File: src/rtl/cpu_arb_pkg.sv
// Shared widths, types and helpers for the cpu stream arbiter.
package cpu_arb_pkg;

  localparam int DATA_W = 64;
  localparam int CNT_W  = 32;

  typedef logic [DATA_W-1:0] data_t;

  function automatic int idx_w(int n);
    return (n > 1) ? $clog2(n) : 1;
  endfunction

endpackage

File: src/rtl/cpu_stream_arbiter_rr_pick.sv
// Combinational round-robin picker: first set request at or after ptr, wrapping.
module rr_pick #(
  parameter int N  = 4,
  parameter int IW = 2
) (
  input  logic [N-1:0]  req,
  input  logic [IW-1:0] ptr,
  output logic          any,
  output logic [N-1:0]  gnt,
  output logic [IW-1:0] idx
);

  logic [N-1:0]  rot;
  logic [IW-1:0] off;
  logic [IW:0]   sum;

  // Doubling the vector turns the wrap-around scan into a plain right shift.
  assign rot = N'({req, req} >> ptr);

  always_comb begin
    any = 1'b0;
    off = '0;
    for (int unsigned j = 0; j < N; j++) begin
      if (!any && rot[j]) begin
        any = 1'b1;
        off = IW'(j);
      end
    end
    sum = {1'b0, ptr} + {1'b0, off};
    if (sum >= (IW+1)'(N))
      sum = sum - (IW+1)'(N);
    idx = sum[IW-1:0];
    gnt = '0;
    for (int unsigned k = 0; k < N; k++)
      gnt[k] = any && (idx == IW'(k));
  end

endmodule

File: src/rtl/cpu_stream_arbiter.sv
// Round-robin merge of CPU_NB 64-bit streams into one registered, index-tagged output.
module cpu_stream_arbiter
  import cpu_arb_pkg::*;
#(
  parameter int CPU_NB = 4,
  parameter int IDX_W  = idx_w(CPU_NB)
) (
  input  logic                     clk,
  input  logic                     rst_n,
  input  logic [CPU_NB-1:0]        req_vld,
  input  logic [CPU_NB*DATA_W-1:0] req_data,
  output logic [CPU_NB-1:0]        req_rdy,
  input  logic [CPU_NB-1:0]        done_in,
  output logic                     out_vld,
  output logic [DATA_W-1:0]        out_data,
  output logic [IDX_W-1:0]         out_idx,
  input  logic                     out_rdy,
  output logic [CNT_W-1:0]         xfer_cnt,
  output logic                     all_done
);

  logic [IDX_W-1:0]  rr_ptr;
  logic [IDX_W-1:0]  ptr_nxt;
  logic [CPU_NB-1:0] done_seen;
  logic [CNT_W-1:0]  cnt_q;
  logic              pick_any;
  logic [CPU_NB-1:0] pick_gnt;
  logic [IDX_W-1:0]  pick_idx;
  logic              slot_free;
  logic              accept;
  data_t             sel_data;

  rr_pick #(
    .N  (CPU_NB),
    .IW (IDX_W)
  ) u_pick (
    .req (req_vld),
    .ptr (rr_ptr),
    .any (pick_any),
    .gnt (pick_gnt),
    .idx (pick_idx)
  );

  assign slot_free = !out_vld || out_rdy;
  // Gated by rst_n so no producer sees an accept while the block is held in reset.
  assign req_rdy   = (rst_n && slot_free) ? pick_gnt : '0;
  assign accept    = rst_n && slot_free && pick_any;
  assign sel_data  = req_data[DATA_W*pick_idx +: DATA_W];
  assign xfer_cnt  = cnt_q;

  always_comb begin
    if (pick_idx == IDX_W'(CPU_NB-1))
      ptr_nxt = '0;
    else
      ptr_nxt = pick_idx + IDX_W'(1);
  end

  always_ff @(posedge clk or negedge rst_n) begin
    if (!rst_n) begin
      out_vld  <= 1'b0;
      out_data <= '0;
      out_idx  <= '0;
      rr_ptr   <= '0;
    end else if (accept) begin
      out_vld  <= 1'b1;
      out_data <= sel_data;
      out_idx  <= pick_idx;
      rr_ptr   <= ptr_nxt;
    end else if (out_rdy) begin
      out_vld  <= 1'b0;
    end
  end

  always_ff @(posedge clk or negedge rst_n) begin
    if (!rst_n)
      cnt_q <= '0;
    else if (out_vld && out_rdy)
      cnt_q <= cnt_q + CNT_W'(1);
  end

  always_ff @(posedge clk or negedge rst_n) begin
    if (!rst_n) begin
      done_seen <= '0;
      all_done  <= 1'b0;
    end else begin
      done_seen <= done_seen | done_in;
      all_done  <= (&done_seen) && !(|req_vld) && !out_vld;
    end
  end

endmodule

File: config.mk
export PLATFORM = sky130hd
export DESIGN_NAME = cpu_stream_arbiter
export DESIGN_NICKNAME = d
export VERILOG_FILES = /design/src/rtl/cpu_arb_pkg.sv /design/src/rtl/cpu_stream_arbiter_rr_pick.sv /design/src/rtl/cpu_stream_arbiter.sv
export SDC_FILE = /design/constraint.sdc
export NUM_CORES = 1
export LEC_CHECK = 0
export BUFFER_PORTS_ARGS = -buffer_cell sky130_fd_sc_hd__clkbuf_2
export CAP_MARGIN = 40
export CORE_AREA = 5 5 141 143
export DETAILED_ROUTE_END_ITERATION = 10
export DIE_AREA = 0 0 146 148
export GPL_TIMING_DRIVEN = 0
export HOLD_SLACK_MARGIN = 0.03
export MAX_ROUTING_LAYER = met4
export PLACE_DENSITY = 0.63
export SLEW_MARGIN = 40
export SYNTH_ARGS = -nofsm -noshare
export SYNTH_HDL_FRONTEND = slang
export SYNTH_SLANG_ARGS = --single-unit
File: constraint.sdc
create_clock -name clk -period 8.05 [get_ports clk]
set_input_delay 0.805 -clock clk [delete_from_list [all_inputs] [get_ports clk]]
set_output_delay 0.805 -clock clk [all_outputs]
set_load 0.005 [all_outputs]
==> impl_metrics.json <==
{
  "clkPwrFrac_pct": 16.2,
  "grt_pass1_vias": 7076,
  "layout-drive-gt1-share_pct": 39.4,
  "nFillCells": 1829,
  "final_nets": 1342,
  "cpPeakStageDelay_ps": 360,
  "overflow": 0,
  "syn_area_per_cell_um2": 9.45,
  "slew_headroom_pct": 46.5,
  "status": "completed",
  "cellPowerDensity_nw_per_um2": 359,
  "synth_edf_count": 0,
  "p_seq_share_pct": 25.6,
  "net-switching-power_mw": 1.42,
  "fin_area_um2": 9060,
  "port_buffers": 370,
  "synth_area_leaders": "dfrtp_1 (41%), mux2i_1 (20%), nand2_1 (5.2%), o311ai_1 (5.2%), o21ai_0 (5.1%)",
  "end_kind": "output port",
  "drv_slew": 0,
  "fin_crit_ps": 4220,
  "p_int_mw": 1.83,
  "coreArea_um2": 18500,
  "min_path_type": "in2async",
  "pwr-share-comb_pct": 58.2,
  "antenna_left": 0,
  "drc": 0,
  "syn_to_final_growth_pct": 39.2,
  "fin_skew_ps": 11.3,
  "gp_congestion": 0.811,
  "clkSinkCount": 106,
  "io-pin-count": 371,
  "finalSetupViolCount": 0,
  "cts-root-buf": "clkbuf_16",
  "postPlaceCellArea_um2": 8690,
  "cts_tree": "built",
  "startpoint": "req_vld[0]",
  "dr.pass1.iters": 5,
  "yosys-top-cells-count": "mux2i_1 (128), dfrtp_1 (106), nand2_1 (91)",
  "cp.arrival_ps": 3410,
  "grt_pass1_wl_um": 39300,
  "yosysTopAreaCell": "dfrtp_1",
  "ctsLongestPathBuffers": 2,
  "setup_tns_ps": 0,
  "synthDominantCellAreaShare_pct": 40.8,
  "finalHoldViolCount": 0,
  "vdd_drop_max_mv": 0.187,
  "worstMarginPinSlew_ps": 803,
  "synth_seq_cells": 106,
  "cts_resized": 0,
  "reg2reg_from": "rr_ptr[1]",
  "num_vias": 6728,
  "clock_latency_ps": 350,
  "synth.distinct_cells": 42,
  "die_w_um": 146,
  "dominantRegCellSynth": "dfrtp_1",
  "antenna_found_initial": 3,
  "cp-start-kind": "input port",
  "rsz0062_at_grt": "false",
  "wl_per_cell_um": 19.5,
  "path_max_fanout": 10,
  "criticalPathCategory": "in2out",
  "post-cts-setup-buffers": 0,
  "syn_nets": 959,
  "yosysWarningCount": 0,
  "maxCapViolations": 0,
  "numCtsBuffers": 9,
  "finalCritPeriodShare_pct": 52.4,
  "yosysSeqAreaShare_pct": 40.8,
  "fp-row-count": 50,
  "max_freq_ghz": 0.237,
  "grt_max_degree": 56,
  "swShare_pct": 43.7,
  "path_clk_slew_ps": 70,
  "power.leakage_nw": 4.76,
  "ctsHoldBuffers": 0,
  "hpwl_um": 20300,
  "drtIter0Drc": 298,
  "start_util_pct": 35.3,
  "grt_util_all_layers_pct": 23.9,
  "finalWirelength_um": 25600,
  "die_y_um": 148,
  "cts.htree.levels": 3,
  "syn_inst": 689,
  "syn-cell-area_um2": 6510,
  "crit_required_ps": 7240,
  "fp.dieArea_um2": 21600,
  "crit_slowest_cell": "buf_1",
  "async_flop_share_pct": 100,
  "routed_via_density": 5.12,
  "crit_path_cell_trace": "clkbuf_2 > inv_1 > o21ai_0 > a21oi_1 > o31a_1 > ha_1 > buf_2 > buf_2 > buf_1 > buf_4 > nand2_1 > nor2_1 > clkbuf_2",
  "yosysMostFrequentCell": "mux2i_1"
}
==> power by group through the flow <==
| stage | clock (mW) | combinational (mW) | sequential [mW] |
|---|---|---|---|
| 2_1_floorplan | 0 | 1.19 | 0.836 |
| 3_3_place_gp | 0 | 1.89 | 0.839 |
| 3_5_place_dp | 0 | 1.92 | 0.840 |
| 4_1_cts | 0.537 | 1.91 | 0.833 |
| 5_1_grt | 0.563 | 2.07 | 0.858 |
| 6_report | 0.528 | 1.89 | 0.835 |
==> state kept, by name, indices dropped and copies added (netlist names) <==
register and flops:
all_done 1, done_seen 4, out_data 64, out_idx 2, out_vld 1, rr_ptr 2, xfer_cnt 32
==> through the flow <==
stage	std cells	setup WS (ps)	utilization [%]	total power, mW	hold WS [ps]
3_3_place_gp	1293	3050	46.9	2.73	453
5_1_grt	1314	3680	49.1	3.49	436
4_1_cts	1310	3690	49.0	3.28	422
6_report	1314	3830	49.1	3.26	400
2_1_floorplan	689	4600	-	2.03	437
3_5_place_dp	1294	3630	47.1	2.76	450
==> critical path, delay by kind of cell <==
kind | cells | cell delay (ps)
adder cells (fa/ha/maj) | 1 | 330
AND/OR/NAND/NOR | 2 | 190
AO/OA/AOI/OAI | 3 | 540
buffers and inverters | 7 | 1520
==> routing by layer <==
metal / GRT usage (%) / up-vias / wire length, um
met5: - / - / 0
met4: 7.67 / 0 / 639
met3: 5.49 / 36 / 1690
met2: 39.7 / 263 / 12700
met1: 29.0 / 3165 / 10500
li1: - / 3264 / -
==> area by class of cell <==
cell class	count	area, um2	area share (%)
antenna	3	7.51	0.0829
buffer	61	290	3.20
clock buffer	10	239	2.64
clock inverter	6	113	1.24
inverter	2	7.51	0.0829
multi-input combinational	520	3560	39.3
sequential	106	2650	29.3
tap	234	293	3.23
timing repair buffer	372	1900	20.9
==> path summary, 6_finish.rpt <==
check                          endpoint  slack [ps]  depth (start not counted)
setup reg to reg           out_data[58]        4790                         10
hold / removal              xfer_cnt[4]         400                          1
max in group asynchronous  out_data[49]        6990                          2
setup / recovery             req_rdy[1]        3830                         13
hold reg to reg            done_seen[2]         470                          1
min in group clk           done_seen[2]         470                          1
==> logic make-up (layout without fill, tap and decap cells) <==
| group | count (synthesis) | count (layout) | share of synthesized area, % |
|---|---|---|---|
| and+or+nand+nor | 217 | 217 | 15.0 |
| AOI/OAI and AO/OA | 139 | 139 | 14.9 |
| muxes | 129 | 129 | 19.9 |
| DFF | 106 | 106 | 40.8 |
| buffers and inverters | 63 | 451 | 4.54 |
| xor gates and xnor gates | 32 | 32 | 4.31 |
| adders and majority gates | 3 | 3 | 0.577 |
| other | 0 | 3 | 0 |
==> cell usage in the layout (no fill, tap or decap), drive strengths merged <==
cell,instances
o211ai,2
nand2,91
nand4,4
xnor2,24
o21ai,68
clkinv,2
or2,6
o31a,1
a21oi,1
o311ai,64
xor2,8
nand3,9
and3b,2
and2,5
nor2,69
a31oi,1
nor3,5
mux2,1
o31ai,1
a2bb2oi,1
diode,3
and4,5
or4,1
nor2b,1
inv,3
clkbuf,421
nand2b,1
ha,3
nand3b,2
dfrtp,106
buf,22
mux2i,128
and3,12
bufinv,3
nor3b,3
nor4,1
No activity file was read; power rests on OpenSTA's default activity.
